$ cat config.mk
export PLATFORM = sky130hd
export DESIGN_NAME = bsg_dff_chain_elastic
export DESIGN_NICKNAME = d
export VERILOG_FILES = /design/src/rtl/bsg_dff_chain_elastic.sv
export SDC_FILE = /design/constraint.sdc
export NUM_CORES = 1
export LEC_CHECK = 0
export BUFFER_PORTS_ARGS = -buffer_cell sky130_fd_sc_hd__buf_2
export CORE_ASPECT_RATIO = 1.5
export CORE_MARGIN = 1.5
export CORE_UTILIZATION = 57
export CTS_BUF_LIST = sky130_fd_sc_hd__clkbuf_4 sky130_fd_sc_hd__clkbuf_8 sky130_fd_sc_hd__clkbuf_16
export CTS_CLUSTER_DIAMETER = 80
export DETAILED_ROUTE_END_ITERATION = 7
export PLACE_DENSITY_LB_ADDON = 0.3
export SLEW_MARGIN = 20
export SYNTH_ARGS = -nofsm -noshare
export SYNTH_HDL_FRONTEND = slang
export SYNTH_SLANG_ARGS = --single-unit
$ cat constraint.sdc
create_clock -name clk_i -period 2.1 [get_ports clk_i]
set_input_delay 0.105 -clock clk_i [delete_from_list [all_inputs] [get_ports clk_i]]
set_output_delay 0.105 -clock clk_i [all_outputs]
set_load 0.02 [all_outputs]
$ cat src/rtl/bsg_dff_chain_elastic.sv
// bsg_dff_chain_elastic
// Fixed-latency retiming pipe of num_stages_p registered stages with a valid
// bit per stage. The input side uses ready/valid and the output side uses
// valid/yumi. Stages advance into free slots, so bubbles are squeezed out
// when the consumer stalls and no item is ever dropped. flush_i clears every
// valid bit and leaves the payloads alone. count_o reports how many stages
// currently hold data.
module bsg_dff_chain_elastic #(
    parameter int width_p      = 16,
    parameter int num_stages_p = 4
) (
    input  logic                                  clk_i,
    input  logic                                  reset_i,
    input  logic                                  flush_i,
    input  logic                                  v_i,
    input  logic [width_p-1:0]                    data_i,
    output logic                                  ready_o,
    output logic                                  v_o,
    output logic [width_p-1:0]                    data_o,
    input  logic                                  yumi_i,
    output logic [$clog2(num_stages_p+1)-1:0]     count_o
);

    localparam int count_w_lp = $clog2(num_stages_p + 1);

    // Refuse to build a chain with no stages or a zero-width payload
    if (num_stages_p < 1) begin : g_bad_stages
        $error("bsg_dff_chain_elastic: num_stages_p must be >= 1");
    end
    if (width_p < 1) begin : g_bad_width
        $error("bsg_dff_chain_elastic: width_p must be >= 1");
    end

    // Stage 0 is the input end, stage num_stages_p-1 drives the outputs
    logic [num_stages_p-1:0] v_q;
    logic [num_stages_p-1:0] v_d;
    logic [width_p-1:0]      data_q [num_stages_p];
    logic [width_p-1:0]      data_d [num_stages_p];

    // adv[k]: stage k hands its item onward this cycle
    // load[k]: stage k captures a new item this cycle
    logic [num_stages_p-1:0] adv;
    logic [num_stages_p-1:0] load;

    // Advance chain, resolved from the output end back toward the input so a
    // yumi on a full pipe lets every stage move at once
    always_comb begin
        adv = '0;
        adv[num_stages_p-1] = v_q[num_stages_p-1] & yumi_i;
        for (int k = num_stages_p - 2; k >= 0; k--) begin
            adv[k] = v_q[k] & (~v_q[k+1] | adv[k+1]);
        end
    end

    // Stage 0 can take an item if it is empty or emptying this cycle
    assign ready_o = ~reset_i & ~flush_i & (~v_q[0] | adv[0]);

    // Each stage loads from its upstream neighbour; stage 0 loads from the input
    always_comb begin
        load = '0;
        load[0] = v_i & ready_o;
        for (int k = 1; k < num_stages_p; k++) begin
            load[k] = adv[k-1];
        end
    end

    // Next-state for valids and payloads; flush empties the pipe but keeps data
    always_comb begin
        v_d    = v_q;
        data_d = data_q;
        if (flush_i) begin
            v_d = '0;
        end else begin
            for (int k = 0; k < num_stages_p; k++) begin
                v_d[k] = load[k] | (v_q[k] & ~adv[k]);
            end
            if (load[0]) begin
                data_d[0] = data_i;
            end
            for (int k = 1; k < num_stages_p; k++) begin
                if (load[k]) begin
                    data_d[k] = data_q[k-1];
                end
            end
        end
    end

    // Stage registers with synchronous reset clearing valids and payloads
    always_ff @(posedge clk_i) begin
        if (reset_i) begin
            v_q <= '0;
            for (int k = 0; k < num_stages_p; k++) begin
                data_q[k] <= '0;
            end
        end else begin
            v_q    <= v_d;
            data_q <= data_d;
        end
    end

    assign v_o    = v_q[num_stages_p-1];
    assign data_o = data_q[num_stages_p-1];

    // Occupancy is the population count of the stage valid bits
    always_comb begin
        count_o = '0;
        for (int k = 0; k < num_stages_p; k++) begin
            count_o = count_o + count_w_lp'(v_q[k]);
        end
    end

endmodule

== Word level (Yosys, flattened, before mapping) ==
Cells that the tools add are included.

* Output and inout port bits: 21
* Register bits after elaboration: 68
* Input port bits: 21
* Logic and storage cells: 42

* Reductions and logical operators: 5
* Bitwise gates (word level): 29
* Add/sub/neg operators: 3

{| class="wikitable"
|+ Operator list
! cell !! number
|-
| $and A1 B1 Y1 || 11
|-
| $not A1 Y1 || 10
|-
| $or A1 B1 Y1 || 8
|-
| $reduce_and A2 Y1 || 4
|-
| $add A2 B1 Y3 || 1
|-
| $add A3 B1 Y3 || 1
|-
| $add A1 B1 Y2 || 1
|-
| $reduce_or A2 Y1 || 1
|}

== Logic depth before layout (Yosys ltp) ==
* Word-level depth: 11
* Mapped depth: 6
* Depth with buffers taken out: 5

== Worst setup path before layout ==
No wires, ideal clock.

* Path kind: reg-to-output
* Start: reg v_q[3]
* End: out count_o[1]
* Required time: 1.995 ns
* Data arrival time: 1.676 ns
* Cell stages (with the launch flop): 6
* Slack: 0.319 ns
* Path buffers: 0
* Cells stage by stage: dfxtp_1 -> inv_1 -> fa_1 -> inv_1 -> ha_1 -> ha_1

* Longest elaborated chain between the ends: 1

{| class="wikitable"
|+ Ends and longest elaborated chain
! element !! line !! source
|-
| from (decl) || 35 || <nowiki>logic [num_stages_p-1:0] v_q;</nowiki>
|-
| from (signal assigned) || 96 || <nowiki>v_q <= v_d;</nowiki>
|-
| $add A3 B1 Y3 || 108 || <nowiki>count_o = count_o + count_w_lp'(v_q[k]);</nowiki>
|-
| to (decl) || 21 || <nowiki>output logic [$clog2(num_stages_p+1)-1:0] count_o</nowiki>
|}

No other way between the ends.

== Final worst setup path ==
* Start: reg v_q[1]
* End: out count_o[1]

* Longest elaborated chain between the ends: 3

{| class="wikitable"
|+ Ends and longest elaborated chain
! element !! line
|-
| $add A1 B1 Y2 || 108
|-
| $add A2 B1 Y3 || 108
|-
| $add A3 B1 Y3 || 108
|}

No other way between the ends.

==> results.py <==
metrics = {
    "place": {
        "gp_congestion": 0.740,
        "place_area_um2": 3100,
        "place_inst": 388,
        "hpwl_um": 3550,
        "io_buffers": 41,
    },
    "worst_setup_path": {
        "crit_buf_inv": 3,
        "path_delay_family": "adder cells",
        "crit_type": "reg2out",
        "cp_cell_sequence": "inv_2 > fa_1 > inv_1 > ha_1 > ha_1 > buf_2",
        "r2r_cells": 3,
        "crit_top_cell": "ha_1",
        "slowest_delay_ps": 480,
        "path_max_fanout": 5,
        "reg2reg_to": "data_q[35]",
        "critPathRequiredTime_ps": 2000,
        "rrSetupSlack_ps": 410,
        "crit_start": "v_q[1]",
        "cp-start-kind": "flop",
        "critPathArrivalTime_ps": 1920,
        "regToRegStartpoint": "v_q[3]",
        "critical_path.slowest_cell": "fa_1",
        "cp-end-kind": "output pin",
    },
    "yosys": {
        "yosys_warnings": 0,
        "avgSynthCellArea_um2": 9.55,
        "synthArstFlopShare": 0,
        "synth_seq_cells": 68,
        "synth_cell_types": 33,
        "synth_edf_count": 0,
        "synth_area_leaders": "dfxtp_1, mux2i_1, o2111ai_1",
        "synth_nets": 340,
        "synth_top_area_frac": 0.451,
        "yosys.area.top_type": "dfxtp_1",
        "synth.cell_area_um2": 3020,
        "synthFlopType": "dfxtp_1",
        "ys_seq_area_frac": 0.451,
        "yosysMostFrequentCell": "dfxtp_1",
        "ys_top_cells_by_count": "dfxtp_1, nand2_1, mux2i_1",
        "netlist_instances": 316,
    },
    "min_path": {
        "hold_end": "data_q[58]",
        "holdCritStartpoint": "data_i[10]",
        "hold-path-cell-count": 3,
        "min_path_type": "in2reg",
    },
    "sta": {
        "rsz0062_at_grt": "no",
        "finalMaxSlewViolations": 0,
        "fin_crit_sh": 0.963,
        "tns_ps": 0,
        "setup_viol": 0,
        "hold_ws_ps": 25.8,
        "hold_viol": 0,
        "finalCriticalPeriod_ps": 2020,
        "fmax_mhz": 494,
        "relSlewSlack": 0.406,
        "fin_skew_ps": 6.24,
        "worst_pin_slew_ps": 891,
    },
    "floorplan": {
        "start_util": 0.589,
        "core.rowCount": 32,
        "ios": 42,
        "core_um2": 5120,
        "die_area_um2": 5750,
        "die_h_um": 92.1,
        "die_w_um": 62.4,
    },
    "pwr": {
        "p_int_mw": 2.02,
        "pwr-share-seq": 0.510,
        "swShare": 0.216,
        "p_leak_nw": 1.24,
        "combinationalPowerShare": 0.045,
        "p_total_mw": 2.57,
        "p_switching_mw": 0.555,
        "pwr_density_cell_nw_per_um2": 774,
        "vdd_drop_max_mv": 0.423,
        "clockPowerShare": 0.445,
    },
    "clock_network": {
        "clk_latency_ps": 340,
        "clock_path_buffers": 2,
        "clock-root-buffer": "clkbuf_8",
        "cts.sinks": 68,
        "htree_levels": 3,
        "cts_buffers": 9,
        "clkTransAtPathRegs_ps": 70,
        "cts_tree": "yes",
    },
    "finish": {
        "postLayoutCellArea_um2": 3330,
        "stdcell_count": 405,
        "drive_gt1_frac": 0.226,
        "area_growth_pct": 10.3,
        "multi_input_area_um2": 1370,
        "fillers": 488,
        "regArea_um2": 1360,
        "antennaDiodeCount": 0,
        "nNetsFinal": 356,
    },
    "job": {
        "maxCapViolCount": 0,
    },
    "routing": {
        "vias": 2186,
        "viasPerCell": 5.40,
        "wirelength_um": 5170,
        "antenna_left": 0,
        "post-route-drc-count": 0,
        "firstDrtPassIters": 4,
        "detail_route.wl_per_cell_um": 12.8,
        "drt_iter0_markers": 74,
    },
    "global_route": {
        "antenna_found_initial": 0,
        "grt_pass1_vias": 2047,
        "grt_util_all_layers": 0.201,
        "grt_pass1_wl_um": 9180,
        "grt_max_degree": 36,
        "grt-ovfl-total": 0,
    },
    "status": {
        "status": "finished clean",
    },
}
## state kept, by name (all words and copies together) (netlist names)
register,cells
data_q,48
data_o,16
v_q,4
## cell families (layout without fill, tap and decap cells)
group / after synthesis / count (layout) / synth area share
AOI/OAI and AO/OA: 70 / 70 / 0.168
adders and majority gates: 3 / 3 / 0.0149
buffers and inverters: 50 / 71 / 0.0946
DFF: 68 / 68 / 0.451
muxes: 32 / 32 / 0.106
and+or+nand+nor: 93 / 93 / 0.165
## per-stage QoR
| stage | utilization | setup WS [ps] |
|---|---|---|
| global route | 0.649 | 2.66 |
| floorplan | - | 319 |
| CTS | 0.649 | 8.30 |
| global placement | 0.605 | 344 |
| finish | 0.649 | 77.2 |
| detailed placement | 0.605 | 290 |
## power by group through the flow
stage	Combinational [mW]	Clock (mW)	Sequential, mW
after floorplan	0.0803	0	1.34
after global placement	0.114	0	1.34
after detailed placement	0.116	0	1.34
after CTS	0.117	1.16	1.31
after global routing	0.131	1.23	1.31
final	0.117	1.15	1.31
## worst max path at each step
stage	end	slack, ps	depth (start not counted)
final	count_o[1]	80	6
after global routing	count_o[1]	3	6
after CTS	count_o[1]	8	6
after detailed placement	count_o[1]	290	6
after global placement	count_o[1]	340	6
after floorplan	count_o[1]	320	5
## timing repair
| item | 4_1_cts | 5_1_grt |
|---|---|---|
| endpoints found under the hold margin | 1 | 0 |
| hold buffers | 1 | 0 |
| pin swaps | 0 | 0 |
| setup buffers | 0 | 0 |
| resized for setup | 1 | 3 |
| endpoints found under the setup margin | 1 | 1 |
## cell usage in the layout (no fill, tap or decap), drive strengths merged
cell / n
fa: 1
o21a: 3
a311oi: 1
o21ai: 16
o221ai: 16
dfxtp: 68
clkinv: 4
inv: 6
o2111ai: 16
nor2: 3
ha: 2
a311o: 1
nor3: 1
nor2b: 3
nand2b: 17
a21boi: 1
nor3b: 1
clkbuf: 9
nand3b: 2
a21oi: 16
clkinvlp: 1
bufinv: 2
nand3: 16
nand2: 33
or2: 16
dlygate4sd3: 1
mux2i: 32
buf: 48
or2b: 1
## cell type report
| class | instances | area share |
|---|---|---|
| clock buffer | 9 | 0.0372 |
| clock inverter | 7 | 0.0275 |
| inverter | 6 | 0.00677 |
| multi-input combinational | 198 | 0.413 |
| sequential | 68 | 0.410 |
| tap | 68 | 0.0256 |
| timing repair buffer | 49 | 0.0805 |
## worst register-to-register path, stage by stage (launching register included)
cell      delay [ps]
dfxtp_2          340
nor2b_4          180
a311oi_4         820
mux2i_1          280
## metal layers
layer	share of wire	global-route usage	vias up
met5	0	0	-
met4	0.018	0.100	0
met3	0.037	0.0540	8
met2	0.48	0.334	47
met1	0.46	0.238	987
li1	-	-	1144
(Power assumes the default switching activity.)
